**config.mk**
```make
export PLATFORM = sky130hd
export DESIGN_NAME = ps2_event_rx
export DESIGN_NICKNAME = d
export VERILOG_FILES = /design/src/rtl/ps2_event_rx_pkg.sv /design/src/rtl/ps2_event_fifo.sv /design/src/rtl/ps2_event_rx.sv
export SDC_FILE = /design/constraint.sdc
export NUM_CORES = 1
export LEC_CHECK = 0
export ABC_AREA = 1
export CAP_MARGIN = 5
export CORE_UTILIZATION = 66
export CTS_CLUSTER_SIZE = 40
export DETAILED_ROUTE_END_ITERATION = 10
export GPL_TIMING_DRIVEN = 0
export PLACE_DENSITY_LB_ADDON = 0.25
export SLEW_MARGIN = 20
export SYNTH_ARGS = -nofsm -noshare
export SYNTH_HDL_FRONTEND = slang
export SYNTH_SLANG_ARGS = --single-unit
export TNS_END_PERCENT = 1
```
**constraint.sdc**
```tcl
create_clock -name sys_clk -period 3.4 [get_ports sys_clk]
set_input_delay 0.34 -clock sys_clk [delete_from_list [all_inputs] [get_ports sys_clk]]
set_output_delay 0.34 -clock sys_clk [all_outputs]
set_load 0.1 [all_outputs]
```
**src/rtl/ps2_event_rx_pkg.sv**
```systemverilog
// rtl/ps2_event_rx_pkg.sv - shared constants, state encoding and event layout for the PS/2 event receiver
package ps2_event_rx_pkg;

  localparam logic [7:0] PS2_PFX_EXT = 8'hE0;
  localparam logic [7:0] PS2_PFX_BRK = 8'hF0;
  localparam logic [7:0] PS2_OVR0    = 8'h00;
  localparam logic [7:0] PS2_OVR1    = 8'hFF;

  localparam int EV_W = 10;

  typedef enum logic [1:0] {
    ST_IDLE   = 2'd0,
    ST_DATA   = 2'd1,
    ST_PARITY = 2'd2,
    ST_STOP   = 2'd3
  } ps2_state_t;

  typedef struct packed {
    logic       brk;
    logic       ext;
    logic [7:0] code;
  } ps2_event_t;

  // A frame is good when the stop bit is high and data plus parity has odd weight.
  function automatic logic frame_ok(input logic [7:0] data, input logic parity, input logic stop);
    return stop & (^{data, parity});
  endfunction

endpackage

```
**src/rtl/ps2_event_fifo.sv**
```systemverilog
// rtl/ps2_event_fifo.sv - synchronous show-ahead event FIFO with sticky overflow on dropped pushes
module ps2_event_fifo
  import ps2_event_rx_pkg::*;
#(
  parameter int WIDTH = EV_W,
  parameter int DEPTH = 16
) (
  input  logic                       clk,
  input  logic                       rst,
  input  logic                       wr_en,
  input  logic [WIDTH-1:0]           wr_data,
  input  logic                       rd_en,
  input  logic                       clear_err,
  output logic [WIDTH-1:0]           rd_data,
  output logic                       empty,
  output logic [$clog2(DEPTH+1)-1:0] count,
  output logic                       overflow
);

  localparam int AW = $clog2(DEPTH);
  localparam int CW = $clog2(DEPTH + 1);

  logic [WIDTH-1:0] mem [DEPTH];
  logic [AW-1:0]    wr_ptr;
  logic [AW-1:0]    rd_ptr;
  logic             full;
  logic             do_push;
  logic             do_pop;

  assign full    = (count == CW'(DEPTH));
  assign empty   = (count == '0);
  assign do_pop  = rd_en && !empty;
  // A pop in the same cycle frees the slot, so a push into a full FIFO still lands.
  assign do_push = wr_en && (!full || do_pop);
  assign rd_data = empty ? '0 : mem[rd_ptr];

  always_ff @(posedge clk or posedge rst) begin
    if (rst) begin
      wr_ptr   <= '0;
      rd_ptr   <= '0;
      count    <= '0;
      overflow <= 1'b0;
    end else begin
      if (do_push) wr_ptr <= wr_ptr + AW'(1);
      if (do_pop)  rd_ptr <= rd_ptr + AW'(1);
      case ({do_push, do_pop})
        2'b10:   count <= count + CW'(1);
        2'b01:   count <= count - CW'(1);
        default: count <= count;
      endcase
      if (wr_en && full && !do_pop) overflow <= 1'b1;
      else if (clear_err)           overflow <= 1'b0;
    end
  end

  always_ff @(posedge clk) begin
    if (do_push) mem[wr_ptr] <= wr_data;
  end

endmodule

```
**src/rtl/ps2_event_rx.sv**
```systemverilog
// rtl/ps2_event_rx.sv - PS/2 keyboard receiver: sync, clock filter, frame FSM, prefix folding into a buffered event stream
module ps2_event_rx
  import ps2_event_rx_pkg::*;
#(
  parameter int FILTER_LEN  = 8,
  parameter int FIFO_DEPTH  = 16,
  parameter int TIMEOUT_CYC = 100000
) (
  input  logic                            sys_clk,
  input  logic                            reset,
  input  logic                            PS2Clk,
  input  logic                            PS2Data,
  input  logic                            rd_en,
  input  logic                            clear_err,
  output logic                            ev_valid,
  output logic [7:0]                      ev_code,
  output logic                            ev_break,
  output logic                            ev_ext,
  output logic [$clog2(FIFO_DEPTH+1)-1:0] ev_count,
  output logic                            overflow,
  output logic                            frame_err
);

  localparam int FW = $clog2(FILTER_LEN);
  localparam int TW = $clog2(TIMEOUT_CYC + 1);

  logic clk_s1, clk_s2, dat_s1, dat_s2;

  always_ff @(posedge sys_clk or posedge reset) begin
    if (reset) begin
      clk_s1 <= 1'b1;
      clk_s2 <= 1'b1;
      dat_s1 <= 1'b1;
      dat_s2 <= 1'b1;
    end else begin
      clk_s1 <= PS2Clk;
      clk_s2 <= clk_s1;
      dat_s1 <= PS2Data;
      dat_s2 <= dat_s1;
    end
  end

  // The filtered level follows the synced clock only after FILTER_LEN identical samples.
  logic          filt_clk;
  logic [FW-1:0] flt_cnt;
  logic          flt_done;
  logic          fall;

  assign flt_done = (clk_s2 != filt_clk) && (flt_cnt == FW'(FILTER_LEN - 1));
  assign fall     = flt_done && !clk_s2;

  always_ff @(posedge sys_clk or posedge reset) begin
    if (reset) begin
      filt_clk <= 1'b1;
      flt_cnt  <= '0;
    end else if (clk_s2 == filt_clk) begin
      flt_cnt <= '0;
    end else if (flt_done) begin
      filt_clk <= clk_s2;
      flt_cnt  <= '0;
    end else begin
      flt_cnt <= flt_cnt + FW'(1);
    end
  end

  ps2_state_t    state, state_next;
  logic [2:0]    bitcnt;
  logic [7:0]    shreg;
  logic          par_bit;
  logic [TW-1:0] tcnt;
  logic          timeout;
  logic          shift_en, par_en, frame_done, abort;
  logic          good;

  assign timeout = (state != ST_IDLE) && !fall && (tcnt == TW'(TIMEOUT_CYC - 1));
  assign good    = frame_ok(shreg, par_bit, dat_s2);

  always_ff @(posedge sys_clk or posedge reset) begin
    if (reset) state <= ST_IDLE;
    else       state <= state_next;
  end

  always_comb begin
    state_next = state;
    shift_en   = 1'b0;
    par_en     = 1'b0;
    frame_done = 1'b0;
    abort      = 1'b0;
    if (timeout) begin
      state_next = ST_IDLE;
      abort      = 1'b1;
    end else if (fall) begin
      case (state)
        ST_IDLE: if (!dat_s2) state_next = ST_DATA;
        ST_DATA: begin
          shift_en = 1'b1;
          if (bitcnt == 3'd7) state_next = ST_PARITY;
        end
        ST_PARITY: begin
          par_en     = 1'b1;
          state_next = ST_STOP;
        end
        ST_STOP: begin
          frame_done = 1'b1;
          state_next = ST_IDLE;
        end
        default: state_next = ST_IDLE;
      endcase
    end
  end

  always_ff @(posedge sys_clk or posedge reset) begin
    if (reset) begin
      bitcnt  <= '0;
      shreg   <= '0;
      par_bit <= 1'b0;
      tcnt    <= '0;
    end else begin
      if (state == ST_IDLE) bitcnt <= '0;
      else if (shift_en)    bitcnt <= bitcnt + 3'd1;
      if (shift_en) shreg   <= {dat_s2, shreg[7:1]};
      if (par_en)   par_bit <= dat_s2;
      if (state == ST_IDLE || fall) tcnt <= '0;
      else                          tcnt <= tcnt + TW'(1);
    end
  end

  logic       ext_flag, brk_flag;
  logic       push_valid;
  ps2_event_t push_ev;

  // Accepted bytes are folded here; the event reaches the FIFO one cycle after the stop edge.
  always_ff @(posedge sys_clk or posedge reset) begin
    if (reset) begin
      ext_flag   <= 1'b0;
      brk_flag   <= 1'b0;
      push_valid <= 1'b0;
      push_ev    <= '0;
      frame_err  <= 1'b0;
    end else begin
      push_valid <= 1'b0;
      frame_err  <= abort || (frame_done && !good);
      if (abort || (frame_done && !good)) begin
        ext_flag <= 1'b0;
        brk_flag <= 1'b0;
      end else if (frame_done) begin
        if (shreg == PS2_PFX_EXT) begin
          ext_flag <= 1'b1;
        end else if (shreg == PS2_PFX_BRK) begin
          brk_flag <= 1'b1;
        end else if (shreg == PS2_OVR0 || shreg == PS2_OVR1) begin
          ext_flag <= 1'b0;
          brk_flag <= 1'b0;
        end else begin
          push_valid <= 1'b1;
          push_ev    <= '{brk: brk_flag, ext: ext_flag, code: shreg};
          ext_flag   <= 1'b0;
          brk_flag   <= 1'b0;
        end
      end
    end
  end

  logic [EV_W-1:0] head_raw;
  ps2_event_t      head;
  logic            fifo_empty;

  ps2_event_fifo #(
    .WIDTH (EV_W),
    .DEPTH (FIFO_DEPTH)
  ) u_fifo (
    .clk       (sys_clk),
    .rst       (reset),
    .wr_en     (push_valid),
    .wr_data   (push_ev),
    .rd_en     (rd_en),
    .clear_err (clear_err),
    .rd_data   (head_raw),
    .empty     (fifo_empty),
    .count     (ev_count),
    .overflow  (overflow)
  );

  assign head     = ps2_event_t'(head_raw);
  assign ev_valid = !fifo_empty;
  assign ev_code  = head.code;
  assign ev_break = head.brk;
  assign ev_ext   = head.ext;

endmodule
```
==> impl_results.md, run 1 <==
* GPL Wtd Cong at 0.8652
* DRC viols at 0
* DRT antenna net count at 0
* Syn Std Cell Area at 0.009806 mm^2
* Clock power frac at 0.254
* Post-place instance area at 0.01041 mm^2
* Syn_nets at 894
* Largest family of logic cells by synthesized area: simple AND/OR/NAND/NOR gates
* Status: completed
* Cell taking the most area after synthesis: edfxtp_1
* I/O Pins at 24
* Initial DRC count at 819
* Crit. End Element: output pin
* DR WL/cell at a little over 20 um
* Post-synthesis compound-gate area fraction at 0.1051
* CTS root buffer: clkbuf_16
* Synth Area in XOR/XNOR at 0.01250
* CTS tree: built
* Setup TNS at 0 ns
* Clk sink count at 227
* Diode count at 0
* Initial antenna violation count at 0
* Maximum VDD drop at 0.0007259 V
* Dominant cells by area after synthesis: edfxtp_1 (49%), dfrtp_1 (16%), o21ai_0 (5.7%)
* Max FO, Critical Path at 10
* Pwr dens at between 800 and 900 mW/mm^2
* Fin area at 0.01109 mm^2
* Final setup violation count at 0
* Clock-pin slew on the worst setup and hold paths at approximately 0.060 ns
* Pint at 5.348 mW
* Lkg Pwr at 4.590 nW
* Final HPWL DP at 15.13 mm
* Post-Syn Area per Cell at 11.28 um^2
* First-pass GRT wire length at 35.62 mm
* Register area share after synthesis at 0.6616
* Psw at ~4.0 mW
* Vias in the first global route at 6912
* DRT Pass-1 Iters at 6
* Worst Tran Pin Value at 1.190 ns
* Yosys top cell area share at 0.4900
* YS warnings at 0
* Deepest clock path buffer count at 3
* Max-Cap Viols at 0
* Clock skew at 0.02216 ns
* Skew-Pair Late Insertion Delay at 0.51 ns
* GRT Max-Usage Layer: met2
* Top_reg_cell synth: edfxtp_1
* Adder-Cell Fraction of Synth Area at 0.02424
* Simple-Gate Fraction of Synth Area at 0.1527
* Mux contribution to synthesized area at 0
* Fill cell count at 888
* Ys async rst share at 0.2952
* Die height at 123.9 um
* H-tree level count at 1
* Slew Limit Fails at 0
* Met1 usage at 0.3941
* WP data arrival at 3.03 ns
* Port buffer count at 23
* Initial Util at 0.6747
* Grt met2 use at 0.5451
* Largest net degree at the start of global routing at 59
* Unrepaired setup endpoints after global routing: yes
* Post-layout min period at 3.373 ns
* Layout cells sized above 1 at 0.1296
* TritonCTS buffer count at 23
* Area Growth Syn to Fin at 13.08%
* Worst setup path class: flip-flop to output pin
* EDFF count, synth at between 150 and 200
* HP Class: input port to async pin
* Comb pwr share at 0.412
* Slew margin rel. at 0.2041
* Nets at approximately 940
* DRT Wirelength at 23.16 mm
* Die W at roughly 120 um
* Startpoint Class: flip-flop
* Syn Inst Count at 869
* FF+latch count, synth at approximately 230
* WHS at 0.1153 ns
* Flop pwr share at 0.334
* Total GRT Usage at 0.3149
* Crit share post-route at 0.9921
* Hold Fails Final Rpt at 0
* FP Rows at 44
* F_max at 296.5 MHz
* Met3 Use GR at 0.05174
* Die area at 0.01535 mm^2
* Yosys cell types at 39
* Vias/cell at slightly above 6
* Vias at 6976
* Total grt overflow at 0
* Critical Path RT at ~3 ns
* Sw frac at 0.4262
* CORE AREA at 0.01453 mm^2
[power by group through the flow]
stage,logic (mW),clock network [mW],registers [mW]
2_1_floorplan,2.63,0,3.36
3_3_place_gp,3.68,0,3.15
3_5_place_dp,3.82,0,3.16
4_1_cts,3.80,2.37,3.11
5_1_grt,4.02,2.49,3.12
6_report,3.84,2.36,3.11
[layout make-up]
type	instances	area, um^2	share of cell area
Buffer	35	171.4	0.01546
Clock inverter	8	67.56	0.006093
Sequential cell	227	6489	0.5852
Tap cell	184	230.2	0.02076
Clock buffer	33	633.1	0.05710
Inverter	69	262.8	0.02370
Timing Repair Buffer	24	227.7	0.02054
Multi-Input combinational cell	538	3007	0.2712
[metrics by stage]
step	setup WS (ns)	cells	power, mW	util
floorplan	0.1686	869	5.984	-
global placement	-0.03476	1076	6.830	0.7144
detailed placement	-0.09879	1077	6.989	0.7165
CTS	-0.2266	1118	9.280	0.7642
global route	-0.07629	1118	9.639	0.7629
finish	0.02678	1118	9.322	0.7629
[state kept, by name (all words and copies together), names as in the netlist, 2 cells and up]
| register | cells |
|---|---|
| state | 2 |
| u_fifo.rd_ptr | 4 |
| shreg | 8 |
| u_fifo.wr_ptr | 4 |
| bitcnt | 3 |
| flt_cnt | 3 |
| tcnt | 17 |
| u_fifo.mem | 160 |
| u_fifo.count | 5 |
| push_ev | 10 |
[worst paths after layout]
kind	startpoint	endpoint	slack (ns)	depth (start not counted)
setup / recovery	u_fifo.rd_ptr[0]$_DFFE_PP0P_	ev_code[2]	0.03	8
hold / removal	reset	u_fifo.rd_ptr[3]$_DFFE_PP0P_	0.12	2
setup reg to reg	u_fifo.count[1]$_DFFE_PP0P_	u_fifo.count[4]$_DFFE_PP0P_	0.53	16
min in group sys_clk	PS2Data	dat_s1$_DFF_PP1_	0.25	1
max in group asynchronous	reset	clk_s1$_DFF_PP1_	2.70	3
hold reg to reg	clk_s1$_DFF_PP1_	clk_s2$_DFF_PP1_	0.35	0
[layout by cell type (no fill, tap or decap), types with 2 or more instances in the layout]
master	netlist	layout
clkbuf_16	0	23
clkdlybuf4s50_1	0	13
xnor2_1	5	5
o21ai_0	111	111
clkbuf_2	1	2
inv_2	9	9
xor2_1	9	9
buf_2	8	12
nand4_1	7	7
clkinv_1	2	4
nand2_4	4	4
a21oi_1	24	14
nor3_1	6	6
clkinv_2	0	3
nor2_1	140	139
nor3_4	2	2
nand2_1	90	89
nor2_4	5	5
inv_1	58	57
nand3_2	3	3
nand3_1	43	43
nand2_2	15	16
a21oi_4	0	10
clkbuf_1	22	29
o22ai_1	12	12
dfrtp_1	62	61
ha_1	19	19
nor2_2	6	7
dfstp_2	5	5
clkbuf_4	0	4
o221ai_1	28	28
clkbuf_8	0	2
edfxtp_1	160	160
clkdlybuf4s18_2	0	2
o21bai_1	2	2
[Yosys cell counts, types with 6 or more instances]
| cell | number |
|---|---|
| ha_1 | 19 |
| buf_2 | 8 |
| nor2_1 | 140 |
| dfrtp_1 | 62 |
| o21ai_0 | 111 |
| a21oi_1 | 24 |
| nand4_1 | 7 |
| nand2_1 | 90 |
| nor2_2 | 6 |
| xor2_1 | 9 |
| inv_1 | 58 |
| clkbuf_1 | 22 |
| o22ai_1 | 12 |
| o221ai_1 | 28 |
| nor3_1 | 6 |
| nand2_2 | 15 |
| edfxtp_1 | 160 |
| nand3_1 | 43 |
| inv_2 | 9 |
[cell families (layout without fill, tap and decap cells)]
family          after synthesis  count (layout)
xor+xnor                     14              14
flops                       227             227
simple gates                325             325
buf+inv                     104             169
compound gates              180             180
fa+ha+maj                    19              19
[worst max-delay path, cell delays in order (launching register included)]
cell and delay (ns):
dfrtp_1 0.40, buf_2 0.20, inv_2 0.15, clkbuf_1 0.40, o21ai_0 0.18, o221ai_1 0.28
nand3_1 0.19, a21oi_4 0.17, clkdlybuf4s18_2 0.56
[routing by layer]
| layer | vias to the layer above | wire, um | share of wire |
|---|---|---|---|
| met5 | - | 0 | 0 |
| met4 | 0 | 798 | 0.034 |
| met3 | 64 | 2087 | 0.090 |
| met2 | 408 | 11780 | 0.51 |
| met1 | 3360 | 8487 | 0.37 |
| li1 | 3144 | - | - |
[what timing repair did]
item | CTS | global route
cloned | 0 | 0
buffers inserted | 0 | 0
gates resized for setup | 35 | 18
hold buffers | 0 | 0
setup endpoints to repair | 10 | 10
No activity file was read; power rests on OpenSTA's default activity.
==> inputs of run 2 (changes only) <==
Settings changed: REMOVE_ABC_BUFFERS from default to 1.
==> impl_results.md, run 2 (same netlist as run 1, synthesis figures left out) <==
* Status: completed
* Max-Cap Viols at 0
* H-tree level count at 1
* CTS root buffer: clkbuf_16
* Top delay family on crit path: buffers and inverters
* Skew-Pair Late Insertion Delay at 0.50 ns
* Fill cell count at 924
* WP data arrival at 2.92 ns
* Layout cells sized above 1 at 0.1199
* Die W at ~120 um
* Post-layout min period at 3.256 ns
* Worst Tran Pin Value at 1.155 ns
* Crit-path slowest cell: dfrtp_2
* Vias in the first global route at between 6000 and 7000
* Largest net degree at the start of global routing at 82
* Setup TNS at 0 ns
* DRT antenna net count at 0
* Critical Path RT at between 3 and 4 ns
* Hold Fails Final Rpt at 0
* Lkg Pwr at 4.488 nW
* Clock skew at 0.008950 ns
* Unrepaired setup endpoints after global routing: no
* Clk sink count at 227
* Pwr dens at 816.7 mW/mm^2
* Hold-fix buffers, CTS at 0
* CORE AREA at 0.01453 mm^2
* Total grt overflow at 0
* Non-filler cells, final at around 1100
* Initial antenna violation count at 0
* F_max at 307.1 MHz
* TritonCTS buffer count at 22
* Initial DRC count at 796
* Flop2flop setup slack at 0.74 ns
* Initial Util at 0.6747
* Die height at 123.9 um
* Die area at 0.01535 mm^2
* DRT Wirelength at just over 20 mm
* Diode count at 0
* Most frequent cells in the layout: edfxtp_1 (160), nor2_1 (136), o21ai_0 (111)
* Worst slack, placed at -0.5882 ns
* DRC viols at 0
* Max FFs per register at 160
* Slew margin rel. at 0.2270
* Vias/cell at 6.094
* Max stage delay on crit path at ~0.72 ns
* Total power at 8.862 mW
* Final HPWL DP at 12.35 mm
* Max FO, Critical Path at between 40 and 50
* Deepest clock path buffer count at 3
* I/O Pins at 24
* Final setup violation count at 0
* DR WL/cell at 18.93 um
* Buf/Inv on CP at 2
* Critical path, cell by cell: inv_6, o21ai_0, o221ai_1, nand3_1, a21oi_1, clkdlybuf4s18_2
* Slew Limit Fails at 0
* First-pass GRT wire length at roughly 32 mm
* Largest Register: u_fifo.mem
* Worst setup path class: flip-flop to output pin
* Crit share post-route at 0.9576
* Commonest non-fill, non-tap cell in the layout: edfxtp_1
* FP Rows at 44
* CTS tree: built
* Area Growth Syn to Fin at 10.65%
* Final WS setup at 0.1442 ns
* Total GRT Usage at 0.2799
* Maximum VDD drop at approximately 0.0006 V
* Clock-pin slew on the worst setup and hold paths at 0.06 ns
* Crit. End Element: output pin
* Vias at ~6600
* Nets at 910
* GPL Wtd Cong at 0.8817
* Port buffer count at 23
* Startpoint Class: flip-flop
* Final core utilization at 0.7466
* Largest regs: u_fifo.mem x160, tcnt x17, push_ev x10
* HP Class: input port to async pin
* DRT Pass-1 Iters at 5
* DP Cell Count at 1043
==> run 2: what timing repair did <==
action                                  CTS  global route
endpoints found under the setup margin   10            10
buffers inserted                          0             1
resized for setup                        55             8
gates cloned                              1             0
==> run 2: final timing paths <==
check | startpoint | endpoint | cells past startpoint
max | u_fifo.rd_ptr[1]$_DFFE_PP0P_ | ev_code[1] | 6
min | reset | tcnt[10]$_DFF_PP0_ | 2
max reg2reg | u_fifo.count[1]$_DFFE_PP0P_ | u_fifo.count[4]$_DFFE_PP0P_ | 16
min reg2reg | clk_s1$_DFF_PP1_ | clk_s2$_DFF_PP1_ | 0
max in group asynchronous | reset | filt_clk$_DFFE_PP1P_ | 3
min in group sys_clk | PS2Clk | clk_s1$_DFF_PP1_ | 1
==> run 2: final cells by class <==
| cell class | instances | area (um^2) | share of cell area |
|---|---|---|---|
| Timing Repair Buffer | 26 | 255.2 | 0.02352 |
| Tap cell | 184 | 230.2 | 0.02122 |
| Clock inverter | 11 | 83.83 | 0.007726 |
| Multi-Input combinational cell | 538 | 2899 | 0.2672 |
| Inverter | 69 | 282.8 | 0.02606 |
| Clock buffer | 29 | 598.1 | 0.05512 |
| Sequential cell | 227 | 6494 | 0.5985 |
| Timing Repair inverter | 1 | 7.507 | 0.0006919 |
==> run 2: power by group <==
| group | total, mW | internal (mW) | switching [mW] |
|---|---|---|---|
| Clock | 2.31 | 1.32 | 0.990 |
| Sequential | 3.28 | 3.02 | 0.255 |
| Combinational | 3.28 | 0.824 | 2.45 |
| Total | 8.86 | 5.16 | 3.70 |
==> run 2: per-stage QoR <==
step | cell area [um^2] | hold slack, ns
global placement | 10100 | 0.3472
floorplan | 9635 | 0.3445
detailed placement | 10150 | 0.3491
finish | 10850 | 0.1735
global route | 10850 | 0.2032
CTS | 10820 | 0.1831
==> run 2: routing by layer <==
layer | track usage | vias up | wire length [um]
li1 | - | 3069 | -
met1 | 0.3439 | 3167 | 8046
met2 | 0.4896 | 324 | 10490
met3 | 0.04304 | 52 | 1474
met4 | 0.1280 | 0 | 527
met5 | 0 | - | 0
==> run 2: worst register-to-register path: cells and delay by family, from the launching register on <==
family	cells	cell delay, ns
simple gates	8	0.96
flops	1	0.45
fa+ha+maj	2	0.45
xor+xnor	2	0.38
compound gates	2	0.15
buf+inv	2	0.14
==> inputs of run 3 (changes only) <==
Settings changed: CAP_MARGIN 5 to 30.
==> impl_results.md, run 3 (same netlist as run 1, synthesis figures left out) <==
* FP Rows at 44
* DR WL/cell at between 15 and 20 um
* Status: completed
* Die height at 123.9 um
* Total GRT Usage at 0.2829
* Fin area at 0.01102 mm^2
* Flop2flop setup slack at 0.74 ns
* DRT Wirelength at 20.63 mm
* Setup TNS at 0 ns
* Hold-fix buffers, CTS at 0
* Largest Register: u_fifo.mem
* H-tree level count at 1
* HP Class: input port to async pin
* Slew Limit Fails at 0
* Largest net degree at the start of global routing at 82
* CTS tree: built
* Post-CTS setup buffers at 0
* Crit. End Element: output pin
* Port buffer count at 23
* Die W at 123.9 um
* First-pass GRT wire length at around 33 mm
* F_max at 302.5 MHz
* WP data arrival at 2.97 ns
* CTS root buffer: clkbuf_16
* Worst slack, placed at -0.5778 ns
* GPL Wtd Cong at 0.8817
* Critical Path RT at about 3.1 ns
* I/O Pins at 24
* Final setup violation count at 0
* Clock-pin slew on the worst setup and hold paths at 0.06 ns
* Final WS setup at 0.09419 ns
* DRT Pass-1 Iters at 5
* Nets at 926
* DRT antenna net count at 0
* Most frequent cells in the layout: edfxtp_1 (160), nor2_1 (140), o21ai_0 (111)
* Maximum VDD drop at 0.0006377 V
* Post-place instance area at about 0.010 mm^2
* Diode count at 0
* Post-layout min period at 3.306 ns
* Vias in the first global route at around 6600
* Slew margin rel. at 0.3432
* Hold Fails Final Rpt at 0
* Max FO, Critical Path at 81
* DRC viols at 0
* Max FFs per register at 160
* Total power at 9.023 mW
* RR Endpoint: u_fifo.count[4]$_DFFE_PP0P_
* Deepest clock path buffer count at 3
* Total grt overflow at 0
* Vias at around 6700
* Max-Cap Viols at 0
* Initial DRC count at slightly below 800
* TritonCTS buffer count at 23
* Clk sink count at 227
* Startpoint Class: flip-flop
* Final HPWL DP at 12.85 mm
* Die area at around 0.015 mm^2
* Worst R2R Path Depth at 16
* Worst Tran Pin Value at roughly 1 ns
* Worst setup path class: flip-flop to output pin
* RR Startpoint: u_fifo.count[1]$_DFFE_PP0P_
* Area Growth Syn to Fin at 12.39%
* Initial Util at 0.6747
* Commonest non-fill, non-tap cell in the layout: edfxtp_1
* Lkg Pwr at 4.598 nW
* Skew-Pair Late Insertion Delay at 0.50 ns
* Layout cells sized above 1 at 0.1340
* Initial antenna violation count at 0
* Clock skew at 0.007256 ns
* Vias/cell at just over 6
* Largest regs: u_fifo.mem x160, tcnt x17, push_ev x10
* Pwr dens at about 800 mW/mm^2
* Unrepaired setup endpoints after global routing: no
* CORE AREA at about 0.015 mm^2
* Crit share post-route at 0.9723
-- run 3: what timing repair did --
item / CTS / global route
cloned: 1 / 0
endpoints found under the setup margin: 10 / 10
resized for setup: 51 / 20
-- run 3: worst max-delay path, cell delays in order (launching register included) --
cell     delay [ns]
dfrtp_4        0.65
buf_12         0.27
inv_16         0.23
o21ai_0        0.15
o22ai_1        0.17
nor2_1         0.06
nor2_1         0.13
o21ai_0        0.21
a21oi_1        0.28
buf_6          0.27
-- run 3: per-layer routing --
layer / routed length [um] / global-route usage / vias up / share of wire
li1: - / - / 3101 / -
met1: 8010 / 0.3527 / 3292 / 0.39
met2: 10730 / 0.5024 / 273 / 0.52
met3: 1343 / 0.03846 / 43 / 0.065
met4: 553 / 0.1094 / 0 / 0.027
met5: 0 / 0 / - / 0
-- run 3: final cells by class --
type / instances / area (um^2)
clock inverter: 11 / 122.6
clock buffer: 31 / 625.6
fill: 902 / 3513
timing repair inverter: 1 / 7.507
multi-input combinational: 538 / 2889
tap: 184 / 230.2
sequential: 227 / 6496
inverter: 69 / 286.5
timing repair buffer: 41 / 362.8
-- run 3: stage by stage --
| stage | utilization | hold WS (ns) | std cells |
|---|---|---|---|
| after floorplan | - | 0.3445 | 834 |
| after global placement | 0.6946 | 0.3472 | 1041 |
| after detailed placement | 0.7051 | 0.3491 | 1056 |
| after CTS | 0.7569 | 0.1835 | 1099 |
| after global routing | 0.7583 | 0.2078 | 1102 |
| final | 0.7583 | 0.1774 | 1102 |
-- run 3: worst max-delay path by stage --
stage | from | endpoint | depth (start not counted)
after floorplan | u_fifo.count[0]$_DFFE_PP0P_ | ev_break | 6
after global placement | u_fifo.rd_ptr[0]$_DFFE_PP0P_ | ev_code[3] | 6
after detailed placement | u_fifo.rd_ptr[0]$_DFFE_PP0P_ | ev_code[3] | 9
after CTS | u_fifo.rd_ptr[0]$_DFFE_PP0P_ | ev_code[3] | 9
after global routing | u_fifo.rd_ptr[0]$_DFFE_PP0P_ | ev_code[3] | 9
final | u_fifo.rd_ptr[0]$_DFFE_PP0P_ | ev_code[3] | 9
-- run 3: power by group --
part	switching, mW	internal, mW	leakage, nW	total [mW]
combinational	2.43	0.812	1.50	3.24
sequential	0.277	3.02	2.74	3.30
clock	1.03	1.46	0.360	2.48
